===== config.mk =====
export PLATFORM = sky130hd
export DESIGN_NAME = escaneo_teclado
export DESIGN_NICKNAME = d
export VERILOG_FILES = /design/src/rtl/teclado_pkg.sv /design/src/rtl/escaneo_teclado_sincronizador.sv /design/src/rtl/escaneo_teclado.sv
export SDC_FILE = /design/constraint.sdc
export NUM_CORES = 1
export LEC_CHECK = 0
export CORE_MARGIN = 8
export CORE_UTILIZATION = 47
export DETAILED_ROUTE_END_ITERATION = 16
export PLACE_DENSITY = 0.74
export SLEW_MARGIN = 20
export SYNTH_ARGS = -nofsm -noshare
export SYNTH_HDL_FRONTEND = slang
export SYNTH_SLANG_ARGS = --single-unit

===== constraint.sdc =====
create_clock -name clk -period 3.15 [get_ports clk]
set_input_delay 0.63 -clock clk [delete_from_list [all_inputs] [get_ports clk]]
set_output_delay 0.63 -clock clk [all_outputs]
set_load 0.01 [all_outputs]

===== src/rtl/teclado_pkg.sv =====
// Shared types and constants for the 4x4 keypad scanner.
// Key codes are {2'b00, row, col}, numbered row-major from the top-left key.
package teclado_pkg;

  localparam int N_COLUMNAS = 4;
  localparam int N_FILAS    = 4;

  typedef enum logic [1:0] {
    ESCANEO,
    DEBOUNCE,
    PRESIONADA,
    LIBERACION
  } estado_t;

  localparam logic [5:0] TECLA_1   = 6'd0;
  localparam logic [5:0] TECLA_2   = 6'd1;
  localparam logic [5:0] TECLA_3   = 6'd2;
  localparam logic [5:0] TECLA_A   = 6'd3;
  localparam logic [5:0] TECLA_4   = 6'd4;
  localparam logic [5:0] TECLA_5   = 6'd5;
  localparam logic [5:0] TECLA_6   = 6'd6;
  localparam logic [5:0] TECLA_B   = 6'd7;
  localparam logic [5:0] TECLA_7   = 6'd8;
  localparam logic [5:0] TECLA_8   = 6'd9;
  localparam logic [5:0] TECLA_9   = 6'd10;
  localparam logic [5:0] TECLA_C   = 6'd11;
  localparam logic [5:0] TECLA_AST = 6'd12;
  localparam logic [5:0] TECLA_0   = 6'd13;
  localparam logic [5:0] TECLA_NUM = 6'd14;
  localparam logic [5:0] TECLA_D   = 6'd15;

  // Lowest-numbered low row wins when several keys share a column.
  function automatic logic [1:0] fila_prioritaria(input logic [N_FILAS-1:0] f);
    if (!f[0])      return 2'd0;
    else if (!f[1]) return 2'd1;
    else if (!f[2]) return 2'd2;
    else            return 2'd3;
  endfunction

endpackage


===== src/rtl/escaneo_teclado_sincronizador.sv =====
// Generic N-bit two-flop synchronizer for asynchronous level inputs.
// Resets to all ones so idle (pulled-up) lines read as inactive.
module sincronizador #(
  parameter int WIDTH = 4
) (
  input  logic             clk,
  input  logic             rst_n,
  input  logic [WIDTH-1:0] d,
  output logic [WIDTH-1:0] q
);

  logic [WIDTH-1:0] meta;

  always_ff @(posedge clk or negedge rst_n) begin
    if (!rst_n) begin
      meta <= '1;
      q    <= '1;
    end else begin
      // NOTE: non-blocking assignments make both flops sample on the same edge;
      // blocking here would collapse the chain into a single stage.
      meta <= d;
      q    <= meta;
    end
  end

endmodule


===== src/rtl/escaneo_teclado.sv =====
// 4x4 keypad scanner: rotates one active-low column, debounces press and
// release, and emits the raw key code with a one-cycle key_detect strobe.
module escaneo_teclado
  import teclado_pkg::*;
#(
  parameter int SCAN_DIV        = 1000,
  parameter int DEBOUNCE_CYCLES = 200000
) (
  input  logic                  clk,
  input  logic                  rst_n,
  input  logic [N_FILAS-1:0]    filas,
  output logic [N_COLUMNAS-1:0] columnas,
  output logic [5:0]            input_teclado,
  output logic                  key_detect
);

  localparam int DIV_W = $clog2(SCAN_DIV);
  localparam int DEB_W = $clog2(DEBOUNCE_CYCLES);
  localparam logic [DIV_W-1:0] DIV_ULT = DIV_W'(SCAN_DIV - 1);
  localparam logic [DEB_W-1:0] DEB_ULT = DEB_W'(DEBOUNCE_CYCLES - 1);

  estado_t            state, state_next;
  logic [DIV_W-1:0]   div, div_next;
  logic [DEB_W-1:0]   deb, deb_next;
  logic [1:0]         col, col_next;
  logic [1:0]         col_l, col_l_next;
  logic [1:0]         row_l, row_l_next;
  logic [5:0]         codigo_next;
  logic               pulso_next;
  logic [N_FILAS-1:0] filas_s;
  logic               filas_libres;

  sincronizador #(.WIDTH(N_FILAS)) u_sinc (
    .clk   (clk),
    .rst_n (rst_n),
    .d     (filas),
    .q     (filas_s)
  );

  assign filas_libres = (filas_s == '1);

  // State, counters and registered outputs.
  always_ff @(posedge clk or negedge rst_n) begin
    if (!rst_n) begin
      state         <= ESCANEO;
      div           <= '0;
      deb           <= '0;
      col           <= '0;
      col_l         <= '0;
      row_l         <= '0;
      input_teclado <= '0;
      key_detect    <= 1'b0;
    end else begin
      state         <= state_next;
      div           <= div_next;
      deb           <= deb_next;
      col           <= col_next;
      col_l         <= col_l_next;
      row_l         <= row_l_next;
      input_teclado <= codigo_next;
      key_detect    <= pulso_next;
    end
  end

  always_comb begin
    // NOTE: every target gets a hold value first so no path through the case
    // leaves one unassigned, which would otherwise infer a latch.
    state_next  = state;
    div_next    = div;
    deb_next    = deb;
    col_next    = col;
    col_l_next  = col_l;
    row_l_next  = row_l;
    codigo_next = input_teclado;
    pulso_next  = 1'b0;

    case (state)
      ESCANEO: begin
        // Only the last divider cycle samples; earlier cycles let rows settle.
        if (div == DIV_ULT) begin
          if (!filas_libres) begin
            col_l_next = col;
            row_l_next = fila_prioritaria(filas_s);
            deb_next   = '0;
            state_next = DEBOUNCE;
          end else begin
            col_next = col + 2'd1;
            div_next = '0;
          end
        end else begin
          div_next = div + DIV_W'(1);
        end
      end

      DEBOUNCE: begin
        if (filas_s[row_l]) begin
          state_next = ESCANEO;
          col_next   = col_l + 2'd1;
          div_next   = '0;
        end else if (deb == DEB_ULT) begin
          codigo_next = {2'b00, row_l, col_l};
          pulso_next  = 1'b1;
          state_next  = PRESIONADA;
        end else begin
          deb_next = deb + DEB_W'(1);
        end
      end

      PRESIONADA: begin
        if (filas_libres) begin
          deb_next   = '0;
          state_next = LIBERACION;
        end
      end

      LIBERACION: begin
        // Any row dropping low restarts the release window.
        if (!filas_libres) begin
          deb_next = '0;
        end else if (deb == DEB_ULT) begin
          state_next = ESCANEO;
          col_next   = col_l + 2'd1;
          div_next   = '0;
        end else begin
          deb_next = deb + DEB_W'(1);
        end
      end

      default: state_next = ESCANEO;
    endcase
  end

  always_comb begin
    columnas = ~(N_COLUMNAS'(1) << col);
  end

endmodule

# Word level (Yosys, flattened, before mapping)
# Index checks and enable logic that the tools add are counted.
# word_totals
register_bits,49
out_inout_bits,11
# classes
n_addsub,4
magnitude_cmp,1
eq_ne,16
n_shift,1
muxes,35
n_bitwise,3
reduce_logical,8
# op_table
operator,n
2-to-1 mux 18 bit,6
one-hot mux 18 bit (4 select lines),1
2-to-1 mux 10 bit,5
one-hot mux 10 bit (3 select lines),1
2-to-1 mux 2 bit,14
adder 18 x 1 -> 18 bit (second input constant),1
== test 18 bit (second input constant),1
inequality test 2 bit (second input constant),8
AND reduction 6 bit,2
adder 10 x 1 -> 10 bit (second input constant),1
== test 10 bit (second input constant),1
one-hot mux 2 bit (4 select lines),1
inequality test 3 bit (second input constant),2
one-hot mux 2 bit (3 select lines),1
AND reduction 3 bit,2
2-to-1 mux 1 bit,5
AND reduction 5 bit,1
adder 2 x 1 -> 2 bit (second input constant),2
== test 2 bit (second input constant),2
== test 4 bit (second input constant),1
NOT 4 bit,1
AND reduction 4 bit,1
left shift 1 x 2 -> 4 bit (first input constant),1
less-than comparator 2 x 3 -> 1 bit (second input constant),1
other kinds (5),6

# Longest topological paths before layout
# Gate-level depths: netlist (run 1).
# depth
word_depth,4
depth_mapped,9
depth_no_buf,6

# Modules after synthesis
# A second synthesis (run 1) with hierarchy kept.
# unflattened
hier_cells,254
area_unflattened_um2,2533.7
# by_module_without_submodules
module,n_inst,cells_per_inst,area_each_um2,seq_area_each_um2
escaneo_teclado,1,246,2323.5,1026.0
sincronizador,1,8,210.2,210.2

# Worst setup path before layout (run 1)
# OpenSTA, ideal clock, no wires.
# synth_path
path_type,flip-flop to flip-flop
start,register div[3]
end,register deb[5]
setup_ps,125
arrival_time_ps,2229
required_ps,3025
slack_ps,796
stages_incl_launch_ff,8
synth_period_minus_slack_ps,2354
path_cell_list,dfrtp_1 nand4bb_4 or4_4 buf_6 and3_4 buf_2 nor4_1 mux2_2
# synth_via
elab_chain_len,3
# synth_lines
element,line_no,text
start: declaration,escaneo_teclado.sv:23,"logic [DIV_W-1:0] div, div_next;"
start signal: assignment,escaneo_teclado.sv:55,div <= div_next;
== test 10 bit,escaneo_teclado.sv:80,if (div == DIV_ULT) begin
inequality test 2 bit (no line),-,
AND reduction 4 bit (no line),-,
end signal: assignment,escaneo_teclado.sv:56,deb <= deb_next;
end: declaration,escaneo_teclado.sv:24,"logic [DEB_W-1:0] deb, deb_next;"
# Every way passes these cells.
# A chain may end at the register's enable or synchronous reset.

# Worst setup path in the final report (run 1)
# layout_path
start,register state[0]
end,register input_teclado[1]
# layout_via
elab_chain_len,2
# layout_lines
element,line_no,text
start: declaration,escaneo_teclado.sv:22,"estado_t state, state_next;"
start signal: assignment,escaneo_teclado.sv:54,state <= state_next;
== test 2 x 1 -> 1 bit,escaneo_teclado.sv:77,case (state)
AND reduction 3 bit (no line),-,
end signal: assignment,escaneo_teclado.sv:60,input_teclado <= codigo_next;
end: declaration,escaneo_teclado.sv:13,"output logic [5:0] input_teclado,"
# Every way passes these cells.

==> results.txt, run 1 <==
Status -> complete, no violations
CP max stage cell -> dfrtp_1
Placed instance count -> 340
Fin nets -> 283
Number of global-route vias before repair -> 2,010
Fin crit period -> 2.47 ns
Setup bufs post-CTS -> 0
Share of cells above drive strength 1 -> 0.145
Met2 WL -> 2.45 mm
Die height -> 90.9 um
Core ar. -> 5470 um2
Clock Tree Root -> clkbuf_8
Final antenna-violating net count -> 0
Hpwl dp -> 3.73 mm
Max layer used -> met4
Final setup viols -> 0
First-pass GRT wire length -> 9.42 mm
Worst EP required -> 3.34 ns
1st-iter DRT viols -> 148
Die area -> 8270 um2
Power density over cell area -> 381 nW/um2
EDFF count, synth -> 0
Area Growth Syn to Fin -> 11.3%
Setup TNS -> 0 ns
Most frequent cells in the layout -> dfrtp_1 (41), nand2_1 (22), o21ai_0 (20), a21oi_1 (20), o31ai_1 (16)
Max_cap viols -> 0
Slew HR -> 0.504
CP Class -> flip-flop to flip-flop
Ant diodes -> 0
Cell Rows -> 27
Clk sink count -> 49
Setup crit start kind -> flip-flop
Reg clk slew, reported paths -> 0.09 ns
Seq/Total Area, Yosys -> 0.468
Cts repair resizes -> 0
Worst Skew -> 0.00996 ns
Via density -> 6.15
Setup WS pre-CTS -> 0.689 ns
Pin count of the biggest net entering global routing -> 50
Worst path cell trace -> nor2b_1 -> a2bb2oi_1 -> or2_2 -> nor3_1 -> mux2_2
Unrepaired setup endpoints after global routing -> no
YS warnings -> 0
Hold Fails Final Rpt -> 0
Hold_buf cts -> 0
Crit-path max FO -> 16
GRT Resource Usage Total -> 0.134
Initial antenna violation count -> 0
DR WL met3 -> 226 um
Clk buf depth -> 2
Number of distinct library cells after synthesis -> 53
Clock Latency Late Sink -> 0.30 ns
IO buf count -> 14
Fillers -> 489
Initial Utilization -> 0.482
Worst Setup End Kind -> flip-flop
Tcrit/Tclk final -> 0.784
Final hold slack -> 0.329 ns
Die boundary width -> 90.9 um
H-tree depth -> 2
Mapped cell area -> 2640 um2
Routed WL -> 5.39 mm
Final Max Slew Viols -> 0
Max stage delay on crit path -> 0.64 ns
Asr flop ratio synth -> 1.00
Routability cong. -> 0.842
Drt pass-1 iters -> 4
Vias -> 2,140
Grt total ovfl -> 0
Metal1 wirelength -> 2.63 mm
Syn avg cell area -> 10.0 um2
DRC -> 0
Static leakage -> 0.00118 uW
Total CTS buffers -> 5
Arr. time, crit path -> 2.66 ns
CTS tree -> built
Primary FF master, synth -> dfrtp_1
Wire length per cell -> 15.5 um
Non-filler cells, final -> 348
Yosys reg bits -> 49
Final WS setup -> 0.682 ns
Max Clock Freq -> 405 MHz
VDD IR max -> 295 uV
Commonest non-fill, non-tap cell in the layout -> dfrtp_1
Worst min path class -> input port to async pin
Mapped Cells -> 263
I/O pin count -> 17
Util after Layout -> 0.537
Actual slew at the worst max-slew pin -> 0.742 ns
critical path, delay by kind of cell, from the launching register on:
family / cells / cell delay, ns
AO/OA/AOI/OAI: 1 / 0.19
AND/OR/NAND/NOR: 3 / 1.12
flip-flops: 1 / 0.64
multiplexers: 1 / 0.40
metal layers:
metal  global-route usage  vias up
met3               0.0313        9
met2                0.210       56
met4               0.0491        0
met1                0.176     1037
met5                    0        -
li1                     -     1038
cell type report:
cell class	instances	area, um2	share of cell area
flip-flops and latches	49	1240	0.421
clock inverters	1	30.0	0.0102
clock buffers	7	86.3	0.0294
inverters	5	18.8	0.00639
multi-input cells	197	1320	0.448
repair buffers	17	160	0.0545
well taps	72	90.1	0.0307
power breakdown:
part	total [uW]	internal, uW	switching (uW)
registers	641	638	3.23
clock network	456	259	197
logic	21.6	6.75	14.9
path summary, 6_finish.rpt:
path                                           from                      endpoint  slack, ns  cells past startpoint
setup / recovery               state[0]$_DFFE_PN0P_  input_teclado[1]$_DFFE_PN0P_       0.68                      5
hold / removal                                rst_n            deb[3]$_DFFE_PN0P_       0.33                      1
hold reg to reg            u_sinc.meta[1]$_DFF_PN1_         u_sinc.q[1]$_DFF_PN1_       0.36                      0
min in group clk           u_sinc.meta[1]$_DFF_PN1_         u_sinc.q[1]$_DFF_PN1_       0.36                      0
setup reg to reg               state[0]$_DFFE_PN0P_  input_teclado[1]$_DFFE_PN0P_       0.68                      5
max in group asynchronous                     rst_n            div[6]$_DFFE_PN0P_       2.41                      1
state kept, by name, summed over array words and instances (netlist names), 2 cells and up, named ones only:
register / cells
col: 2
deb: 18
row_l: 2
input_teclado: 4
col_l: 2
div: 10
u_sinc.q: 4
u_sinc.meta: 4
through the flow:
| stage | total power, uW | cell area, um2 |
|---|---|---|
| global placement | 675 | 2820 |
| detailed placement | 676 | 2820 |
| global route | 1160 | 2940 |
| CTS | 1130 | 2940 |
| finish | 1120 | 2940 |
| floorplan | 658 | 2640 |
synthesized netlist by cell type (2+ instances only):
library cell,count,share of area
dfrtp_1,41,0.39
nand2_1,22,0.031
a21oi_1,20,0.038
o21ai_0,20,0.038
o31ai_1,16,0.045
mux2_2,10,0.043
nor2_1,10,0.014
or4_1,10,0.028
nand3_1,9,0.017
dfstp_2,8,0.080
and3_1,7,0.017
clkbuf_1,7,0.010
nand4_1,7,0.017
inv_1,5,0.0071
a31oi_1,4,0.0095
and4_1,4,0.013
o22ai_1,4,0.0095
mux2i_1,3,0.011
nand2b_1,3,0.0071
nor2b_1,3,0.0071
nor4_1,3,0.0071
o211a_1,3,0.011
o41ai_1,3,0.010
or2_2,3,0.0071
or3_1,3,0.0071
and2_1,2,0.0047
buf_4,2,0.0057
buf_6,2,0.0085
ha_1,2,0.0095
nor3_1,2,0.0038
nor4b_1,2,0.0066
or4b_1,2,0.0076
cell families (layout without fill, tap and decap cells):
family          Yosys count  after routing  synth area share
other cells               1              2           0.00142
fa+ha+maj                 2              2           0.00948
flops                    49             49             0.468
buf+inv                  18             30            0.0346
simple gates            101            101             0.239
compound gates           78             78             0.190
mux                      13             13            0.0540
xor+xnor                  1              1           0.00332
No activity file was read; power rests on OpenSTA's default activity.
==> run 2: changes to the inputs <==
==> constraint.sdc (replaced) <==
create_clock -name clk -period 2.37 [get_ports clk]
set_input_delay 0.474 -clock clk [delete_from_list [all_inputs] [get_ports clk]]
set_output_delay 0.474 -clock clk [all_outputs]
set_load 0.01 [all_outputs]
==> results.txt, run 2 (synthesis gave the netlist of run 1 again) <==
IO buf count -> 14 (unchanged)
Total CTS buffers -> 5 (unchanged)
Worst EP required -> 2.56 ns (-0.78 ns)
Die area -> 8270 um2 (unchanged)
1st-iter DRT viols -> 225 (+52%)
Number of global-route vias before repair -> 2,158 (+7.4%)
Die height -> 90.9 um (unchanged)
Initial Utilization -> 0.482 (unchanged)
Static leakage -> 0.00127 uW (+7.4%)
Arr. time, crit path -> 2.49 ns (-0.17 ns)
Fin nets -> 298 (+5.3%)
Placed instance count -> 355 (+4.4%)
Crit-path max FO -> 32 (+16)
Ant diodes -> 0 (unchanged)
Max reg flops -> 18 (unchanged)
Share of cells above drive strength 1 -> 0.192 (+0.0475)
Worst min path class -> input port to async pin
Routability cong. -> 0.860 (+2.2%)
Tcrit/Tclk final -> 0.971 (+0.188)
Clock Tree Root -> clkbuf_8
Core ar. -> 5470 um2 (unchanged)
Vias -> 2,198 (+2.7%)
I/O pin count -> 17 (unchanged)
Hold Fails Final Rpt -> 0 (unchanged)
CP max stage cell -> or4_4
Status -> complete, no violations
Worst Setup End Kind -> flip-flop
Final antenna-violating net count -> 0 (unchanged)
Worst Skew -> 0.0117 ns (+0.00175 ns)
Unrepaired setup endpoints after global routing -> no
Setup TNS -> 0 ns (unchanged)
DRC -> 0 (unchanged)
Fin crit period -> 2.30 ns (-0.166 ns)
Non-filler cells, final -> 363 (+4.3%)
Actual slew at the worst max-slew pin -> 0.733 ns (-0.00916 ns)
Regs by FF count -> deb: 18 flops, div: 10 flops
Clock Latency Late Sink -> 0.31 ns (about the same)
Clk buf depth -> 2 (unchanged)
Setup crit start kind -> flip-flop
VDD IR max -> 413 uV (+40%)
Wire length per cell -> 15.7 um (+1.6%)
CP Class -> flip-flop to flip-flop
Via density -> 6.06 (-1.5%)
Routed WL -> 5.71 mm (+5.9%)
GRT Resource Usage Total -> 0.142 (+0.00769)
Cell Rows -> 27 (unchanged)
Grt total ovfl -> 0 (unchanged)
Initial antenna violation count -> 0 (unchanged)
Die boundary width -> 90.9 um (unchanged)
Final setup viols -> 0 (unchanged)
CTS tree -> built
Setup bufs post-CTS -> 0 (unchanged)
Power density over cell area -> 487 nW/um2 (+28%)
Worst path cell trace -> nand4bb_4 -> or4_4 -> and3_4 -> nor4_1 -> mux2_2
First-pass GRT wire length -> 9.95 mm (+5.6%)
Max stage delay on crit path -> 0.56 ns (-0.08 ns)
Clk sink count -> 49 (unchanged)
Slew HR -> 0.507 (+0.00376)
Drt pass-1 iters -> 4 (unchanged)
Pin count of the biggest net entering global routing -> 50 (unchanged)
Hold_buf cts -> 0 (unchanged)
Final Max Slew Viols -> 0 (unchanged)
Area Growth Syn to Fin -> 17.1%
Reg clk slew, reported paths -> 0.09 ns (about the same)
Biggest register -> deb
H-tree depth -> 2 (unchanged)
Max_cap viols -> 0 (unchanged)
Most frequent cells in the layout -> dfrtp_1 (41), nand2_1 (22), o21ai_0 (20), a21oi_1 (20), o31ai_1 (16)
Hpwl dp -> 4.00 mm (+7.2%)
Max Clock Freq -> 434 MHz (+7.2%)
Cts repair resizes -> 0 (unchanged)
Commonest non-fill, non-tap cell in the layout -> dfrtp_1
==> run 2: changes by cell type in the layout (fill, tap and decap cells not counted) <==
cell	previous run	this run
buf_4	4	15
buf_12	0	3
a2bb2oi_1	1	0
a2bb2oi_2	0	1
buf_2	0	1
==> run 2: stage by stage <==
stage | total power, uW | util | instance area, um2 | hold slack (ns) | setup slack (ns)
after floorplan | 875 | - | 2640 | 0.178 | 0.0160
after global placement | 901 | 0.543 | 2970 | 0.346 | 0.162
after detailed placement | 903 | 0.543 | 2970 | 0.347 | 0.0797
after CTS | 1520 | 0.564 | 3090 | 0.152 | 0.0649
after global routing | 1550 | 0.565 | 3090 | 0.146 | 0.000896
final | 1510 | 0.565 | 3090 | 0.126 | 0.0678
==> run 2: report_power, final <==
| group | internal (uW) | leakage (uW) | switching (uW) |
|---|---|---|---|
| clock | 344 | 0.0000585 | 276 |
| sequential | 848 | 0.000643 | 4.62 |
| combinational | 12.2 | 0.000565 | 21.2 |
==> run 2: final timing paths <==
kind / from / to / slack, ns / depth (start not counted)
setup / recovery: div[4]$_DFFE_PN0P_ / deb[5]$_DFFE_PN0P_ / 0.07 / 5
hold / removal: rst_n / deb[11]$_DFFE_PN0P_ / 0.13 / 2
setup reg to reg: div[4]$_DFFE_PN0P_ / deb[5]$_DFFE_PN0P_ / 0.07 / 5
hold reg to reg: u_sinc.meta[2]$_DFF_PN1_ / u_sinc.q[2]$_DFF_PN1_ / 0.36 / 0
max in group asynchronous: rst_n / u_sinc.q[2]$_DFF_PN1_ / 1.95 / 2
min in group clk: u_sinc.meta[2]$_DFF_PN1_ / u_sinc.q[2]$_DFF_PN1_ / 0.36 / 0
==> run 2: routing by layer <==
metal  up-vias  GRT usage  wire (um)
met3         7     0.0337        238
met1      1073      0.182       2710
li1       1073          -          -
met5         -          0          0
met2        45      0.227       2690
met4         0     0.0518         74
==> run 2: cell type report <==
| cell class | instances | area [um2] |
|---|---|---|
| clock buffers | 7 | 86.3 |
| clock inverters | 1 | 30.0 |
| inverters | 5 | 18.8 |
| well taps | 72 | 90.1 |
| flip-flops and latches | 49 | 1240 |
| repair buffers | 32 | 308 |
| fillers | 469 | 2380 |
| multi-input cells | 197 | 1320 |
==> run 2: critical path, delay by kind of cell, from the launching register on <==
family        cells  cell delay [ns]
mux               1             0.37
flops             1             0.43
simple gates      4             1.38
